$ cat src/rtl/vec_out_pkg.sv
// Shared constants, state encoding and address-window helper for the
// output-vector serializer.
package vec_out_pkg;

  localparam int VEC_W         = 128;
  localparam int BYTE_W        = 8;
  localparam int BYTES_PER_VEC = 16;

  // Index of the final byte of a vector.
  localparam logic [3:0] LAST_IDX = 4'd15;

  typedef enum logic {
    IDLE = 1'b0,
    SEND = 1'b1
  } state_e;

  // Unsigned window test done at 33 bits so base+size never wraps past 2^32.
  function automatic logic in_window(input logic [31:0] a,
                                     input logic [31:0] base,
                                     input logic [31:0] size);
    logic [32:0] x;
    logic [32:0] lo;
    logic [32:0] hi;
    x  = {1'b0, a};
    lo = {1'b0, base};
    hi = lo + {1'b0, size};
    return (x >= lo) && (x < hi);
  endfunction

endpackage

$ cat src/rtl/vec_fifo.sv
// Vector FIFO: synchronous write, combinational read of the head entry
// (consumed by the caller on pop), full/empty flags, async active-high reset.
// The caller guarantees push is never issued while full without a pop.
module vec_fifo #(
  parameter int DEPTH = 4,
  parameter int W     = 128
) (
  input  logic         clk,
  input  logic         rst,
  input  logic         push_i,
  input  logic         pop_i,
  input  logic [W-1:0] wdata_i,
  output logic [W-1:0] rdata_o,
  output logic         full_o,
  output logic         empty_o
);

  localparam int AW = $clog2(DEPTH);
  localparam int CW = AW + 1;

  logic [W-1:0]  mem_q [DEPTH];
  logic [AW-1:0] wr_ptr_q, wr_ptr_d;
  logic [AW-1:0] rd_ptr_q, rd_ptr_d;
  logic [CW-1:0] count_q, count_d;

  // Next pointer/count values; pointers wrap naturally since DEPTH is a power of two.
  always_comb begin
    wr_ptr_d = wr_ptr_q;
    rd_ptr_d = rd_ptr_q;
    count_d  = count_q;
    if (push_i) begin
      wr_ptr_d = wr_ptr_q + {{(AW-1){1'b0}}, 1'b1};
    end else begin
      wr_ptr_d = wr_ptr_q;
    end
    if (pop_i) begin
      rd_ptr_d = rd_ptr_q + {{(AW-1){1'b0}}, 1'b1};
    end else begin
      rd_ptr_d = rd_ptr_q;
    end
    case ({push_i, pop_i})
      2'b10:   count_d = count_q + {{(CW-1){1'b0}}, 1'b1};
      2'b01:   count_d = count_q - {{(CW-1){1'b0}}, 1'b1};
      default: count_d = count_q;
    endcase
  end

  // Pointer and occupancy registers.
  always_ff @(posedge clk or posedge rst) begin
    if (rst) begin
      wr_ptr_q <= '0;
      rd_ptr_q <= '0;
      count_q  <= '0;
    end else begin
      wr_ptr_q <= wr_ptr_d;
      rd_ptr_q <= rd_ptr_d;
      count_q  <= count_d;
    end
  end

  // Storage array; contents are meaningless while count is zero, so no reset.
  always_ff @(posedge clk) begin
    if (push_i) begin
      mem_q[wr_ptr_q] <= wdata_i;
    end
  end

  assign rdata_o = mem_q[rd_ptr_q];
  assign full_o  = (count_q == CW'(DEPTH));
  assign empty_o = (count_q == {CW{1'b0}});

endmodule

$ cat src/rtl/vec_out_serializer.sv
// Output-vector serializer: captures 128-bit stores that hit the output
// window into a FIFO and streams each vector out LSB byte first over a
// valid/ready byte interface.
// Optional build macro VEC_OUT_CNT_EN adds the 16-bit vec_count output.
module vec_out_serializer
  import vec_out_pkg::*;
#(
  parameter logic [31:0] OUT_BASE = 32'h0000_F000,
  parameter logic [31:0] OUT_SIZE = 32'h0000_0100,
  parameter int          DEPTH    = 4
) (
  input  logic         clk,
  input  logic         rst,
  input  logic         wmem,
  input  logic [31:0]  addr,
  input  logic [127:0] wdata,
  output logic [7:0]   byte_out,
  output logic         byte_valid,
  input  logic         byte_ready,
  output logic         full,
`ifdef VEC_OUT_CNT_EN
  output logic [15:0]  vec_count,
`endif
  output logic         busy,
  output logic         ovf
);

  state_e             state_q, state_d;
  logic [VEC_W-1:0]   shift_q, shift_d;
  logic [3:0]         idx_q, idx_d;
  logic               ovf_q, ovf_d;

  logic               push_req_s;
  logic               push_s;
  logic               pop_s;
  logic               hs_s;
  logic               last_hs_s;
  logic               full_s;
  logic               empty_s;
  logic [VEC_W-1:0]   fifo_rdata_s;

  assign push_req_s = wmem && in_window(addr, OUT_BASE, OUT_SIZE);
  assign hs_s       = (state_q == SEND) && byte_ready;
  assign last_hs_s  = hs_s && (idx_q == LAST_IDX);

  vec_fifo #(
    .DEPTH (DEPTH),
    .W     (VEC_W)
  ) u_fifo (
    .clk     (clk),
    .rst     (rst),
    .push_i  (push_s),
    .pop_i   (pop_s),
    .wdata_i (wdata),
    .rdata_o (fifo_rdata_s),
    .full_o  (full_s),
    .empty_o (empty_s)
  );

  // Serializer FSM next state, FIFO pop/push decisions and overflow capture.
  always_comb begin
    state_d = state_q;
    shift_d = shift_q;
    idx_d   = idx_q;
    ovf_d   = ovf_q;
    pop_s   = 1'b0;
    push_s  = 1'b0;
    case (state_q)
      IDLE: begin
        if (!empty_s) begin
          pop_s   = 1'b1;
          shift_d = fifo_rdata_s;
          idx_d   = 4'd0;
          state_d = SEND;
        end else begin
          state_d = IDLE;
        end
      end
      SEND: begin
        if (hs_s) begin
          if (idx_q == LAST_IDX) begin
            // Chain straight into the next vector to avoid a bubble.
            if (!empty_s) begin
              pop_s   = 1'b1;
              shift_d = fifo_rdata_s;
              idx_d   = 4'd0;
              state_d = SEND;
            end else begin
              state_d = IDLE;
            end
          end else begin
            shift_d = {{BYTE_W{1'b0}}, shift_q[VEC_W-1:BYTE_W]};
            idx_d   = idx_q + 4'd1;
          end
        end else begin
          state_d = SEND;
        end
      end
      default: begin
        state_d = IDLE;
      end
    endcase
    // A store while full fits only if a slot frees up this same cycle.
    if (push_req_s && (!full_s || pop_s)) begin
      push_s = 1'b1;
    end else begin
      push_s = 1'b0;
    end
    if (push_req_s && full_s && !pop_s) begin
      ovf_d = 1'b1;
    end else begin
      ovf_d = ovf_q;
    end
  end

  // Serializer state registers; reset discards any vector in flight.
  always_ff @(posedge clk or posedge rst) begin
    if (rst) begin
      state_q <= IDLE;
      shift_q <= '0;
      idx_q   <= 4'd0;
      ovf_q   <= 1'b0;
    end else begin
      state_q <= state_d;
      shift_q <= shift_d;
      idx_q   <= idx_d;
      ovf_q   <= ovf_d;
    end
  end

`ifdef VEC_OUT_CNT_EN
  logic [15:0] cnt_q, cnt_d;

  // Completed-vector count, wrapping at 16 bits.
  always_comb begin
    if (last_hs_s) begin
      cnt_d = cnt_q + 16'd1;
    end else begin
      cnt_d = cnt_q;
    end
  end

  // Completed-vector counter register.
  always_ff @(posedge clk or posedge rst) begin
    if (rst) begin
      cnt_q <= 16'd0;
    end else begin
      cnt_q <= cnt_d;
    end
  end

  assign vec_count = cnt_q;
`endif

  assign byte_valid = (state_q == SEND);
  assign byte_out   = shift_q[BYTE_W-1:0];
  assign full       = full_s;
  assign busy       = !empty_s || (state_q == SEND);
  assign ovf        = ovf_q;

endmodule

$ cat config.mk
export PLATFORM = sky130hd
export DESIGN_NAME = vec_out_serializer
export DESIGN_NICKNAME = d
export VERILOG_FILES = /design/src/rtl/vec_out_pkg.sv /design/src/rtl/vec_fifo.sv /design/src/rtl/vec_out_serializer.sv
export SDC_FILE = /design/constraint.sdc
export NUM_CORES = 1
export LEC_CHECK = 0
export CAP_MARGIN = 0
export CORE_MARGIN = 1
export CORE_UTILIZATION = 45
export CTS_CLUSTER_DIAMETER = 200
export DETAILED_ROUTE_END_ITERATION = 10
export GPL_TIMING_DRIVEN = 0
export PLACE_DENSITY_LB_ADDON = 0.25
export SLEW_MARGIN = 20
export SYNTH_ARGS = -nofsm -noshare
export SYNTH_HDL_FRONTEND = slang
export SYNTH_HIERARCHICAL = 1
export SYNTH_SLANG_ARGS = --single-unit
$ cat constraint.sdc
create_clock -name clk -period 6.2 [get_ports clk]
set_clock_uncertainty 0.1 [all_clocks]
set_input_delay 1.24 -clock clk [delete_from_list [all_inputs] [get_ports clk]]
set_output_delay 1.24 -clock clk [all_outputs]
set_load 0.03 [all_outputs]
==> results.json <==
{
  "status": "finished clean",
  "yosys.area_share.simple": 0.0150,
  "start_util": 0.460,
  "ctsHoldBuffers": 0,
  "ff2ff_path_depth": 10,
  "cap_violations": 0,
  "num_rows": 85,
  "cts_resized": 0,
  "synth-compound-area-share": 0.0621,
  "p_per_area_nw_per_um2": 383,
  "cts-root-buf": "clkbuf_16",
  "post-synth-top-area-fraction": 0.617,
  "p_leak_nw": 10.6,
  "dieArea_sq_um": 56300,
  "worst_pin_slew_ps": 1060,
  "crit_path_end_kind": "register",
  "synth_xor_area_frac": 0.00211,
  "dpl_worst_slack_ps": 1040,
  "n_fill_cell": 4171,
  "ys_seq_area_frac": 0.758,
  "syn_inst": 1275,
  "cts_setup_buffers": 0,
  "initialDrtViolationCount": 993,
  "worst_skew_pair.late_latency_ps": 580,
  "relSlewSlack": 0.290,
  "cts_made_buffers": 68,
  "gp_congestion": 0.776,
  "dp_hpwl_um": 32900,
  "antenna_found_initial": 2,
  "vias_per_cell": 5.48,
  "min_period_ps": 4580,
  "dieWidth_um": 237,
  "synth_mux_area_frac": 0.116,
  "yosys-top-cells-area": "edfxtp_1 62%, dfrtp_1 14%, mux4_2 12%",
  "grt_pass1_wl_um": 78800,
  "firstDrtPassIters": 5,
  "avgSynthCellArea_sq_um": 19.5,
  "route.antenna.remaining_nets": 0,
  "yosysWarnings": 6,
  "nets": 1697,
  "ir_drop_uv": 182,
  "fin_hold_ws_ps": 370,
  "rsz0062_at_grt": "false",
  "critPathLaunchType": "input pin",
  "fmax_mhz": 218,
  "portBuffers": 167,
  "stdcell_area_sq_um": 30000,
  "cp.arrival_ps": 4750,
  "clock-sinks": 653,
  "hold_depth": 1,
  "synth_fp_nets": 1446,
  "reg2reg_from": "idx_q[0]",
  "synth_top_family_by_area": "multiplexers",
  "wl_um": 51600,
  "yosys.area.top_type": "edfxtp_1",
  "cts_buffer_depth": 3,
  "cts_tree": "done",
  "drc": 0,
  "setup_viol": 0,
  "synthAdderAreaFrac": 0.00382,
  "die_h_um": 237,
  "synth.distinct_cells": 38,
  "synth_area_sq_um": 24900,
  "hold_class": "reg -> reg",
  "path_class": "in -> reg",
  "min_from": "ovf",
  "avgRoutedWirePerCell_um": 22.7,
  "placed_cells": 2152,
  "track_usage": 0.188,
  "crit_required_ps": 6360,
  "coreArea_sq_um": 54200,
  "drive_gt1_frac": 0.216,
  "hold_violations": 0,
  "grt_max_degree": 76,
  "layout.cells.non_filler": 2274,
  "grt_pass1_vias": 13200,
  "htreeDepth": 3,
  "timing.final.ws_setup_ps": 1620,
  "floorplan.io_pins": 176,
  "worstPathMaxFanout": 35,
  "num_vias": 12500,
  "synthToLayoutAreaGrowth_pct": 20.2,
  "fin_crit_sh": 0.739,
  "dpl_cell_area_sq_um": 27800,
  "overflow": 0,
  "slew_violations": 0,
  "crit_start": "addr[28]",
  "power_mw": 11.5,
  "cts.reportedPaths.clkPinSlew_ps": 60,
  "ys_ff_latch": 653
}
## where the power goes
group          total [mW]  internal (mW)  switching [mW]
clock network        3.97           2.36            1.61
logic                2.29           1.14            1.14
registers            5.21           5.03           0.176
total                11.5           8.54            2.93
## through the flow
step | util | setup TNS (ps)
after floorplan | - | 0
after global placement | 0.506 | -1819180
after detailed placement | 0.512 | 0
after CTS | 0.552 | 0
after global routing | 0.552 | 0
final | 0.553 | 0
## cells in the mapped netlist
cell and count:
a21boi_0 1, a21oi_1 2, a222oi_1 30, a22o_1 11
a22oi_1 63, a22oi_2 1, a31o_2 1, a31oi_1 1
and2_1 4, and3_1 2, and4b_1 1, buf_2 31
buf_4 10, buf_6 25, clkbuf_1 13, dfrtp_1 141
edfxtp_1 512, fa_1 1, ha_1 6, inv_1 131
inv_2 2, mux2i_1 1, mux4_2 128, nand2_1 10
nand2_2 1, nand2b_1 28, nand3_1 3, nand3_2 1
nand4_1 2, nor2_1 4, nor3_1 4, nor4_1 3
o21ai_0 62, o21ai_1 4, o221a_2 27, or2b_1 2
xnor2_1 2, xor2_1 4
## worst max-delay path, cell delays in order
cell and delay, ps:
clkdlybuf4s50_1 410, nor4_1 310, nand4_1 130, nor3_1 530
a21boi_0 810, and2_4 680, buf_12 310, buf_12 270
## cell usage in the layout (no fill, tap or decap), types with 2 or more instances in the layout
cell type | synthesis | final
edfxtp_1 | 512 | 512
clkdlybuf4s50_1 | 0 | 167
dfrtp_1 | 141 | 141
inv_1 | 131 | 130
mux4_2 | 128 | 128
clkbuf_16 | 0 | 74
a22oi_1 | 63 | 63
o21ai_0 | 62 | 62
buf_2 | 31 | 31
clkbuf_1 | 13 | 30
a222oi_1 | 30 | 30
nand2b_1 | 28 | 28
o221a_2 | 27 | 27
buf_6 | 25 | 25
buf_12 | 0 | 12
a22o_1 | 11 | 11
buf_4 | 10 | 10
nand2_1 | 10 | 10
clkinv_2 | 0 | 10
clkinv_1 | 0 | 10
ha_1 | 6 | 6
clkbuf_8 | 0 | 6
nor2_1 | 4 | 4
nor3_1 | 4 | 4
o21ai_1 | 4 | 4
xor2_1 | 4 | 4
and2_4 | 0 | 4
nand3_1 | 3 | 3
nor4_1 | 3 | 3
bufinv_16 | 0 | 3
inv_2 | 2 | 2
nand4_1 | 2 | 2
and3_1 | 2 | 2
or2b_1 | 2 | 2
a21oi_1 | 2 | 2
buf_16 | 0 | 2
xnor2_1 | 2 | 2
## sequential cells by signal (all words and copies together), names as in the netlist
signal / count
byte_valid: 1
u_fifo/rd_ptr_q: 2
idx_q: 4
u_fifo/mem_q: 512
shift_q: 128
u_fifo/count_q: 3
ovf: 1
u_fifo/wr_ptr_q: 2
## logic make-up after synthesis
family	Yosys count
AOI/OAI and AO/OA	203
and+or+nand+nor	65
DFF	653
muxes	129
xor gates and xnor gates	6
adders and majority gates	7
buffers and inverters	212
## layout make-up
class                   instances  area [sq um]  area share
flip-flops and latches        653         18900       0.631
multi-input cells             410          4970       0.166
clock buffers                  97          2000      0.0667
clock inverters                24           186     0.00622
repair buffers                181          1970      0.0656
plain buffers                  79           561      0.0187
diodes                          1          2.50   0.0000835
well taps                     696           871      0.0291
inverters                     133           507      0.0169
## layer usage
layer,share of wire,GRT usage
met5,0.00045,0
met4,0.017,0.0551
met3,0.053,0.0344
met2,0.49,0.301
met1,0.44,0.265
## final timing paths
kind / to / slack [ps]
worst max register to register: u_fifo/mem_q[2][77] / 2280
worst min-delay path: ovf / 370
max in group asynchronous: shift_q[62] / 4220
worst max-delay path: u_fifo/mem_q[2][77] / 1620
worst min register to register: ovf / 370
min in group asynchronous: u_fifo/rd_ptr_q[0] / 1000
No activity file was read; power rests on OpenSTA's default activity.
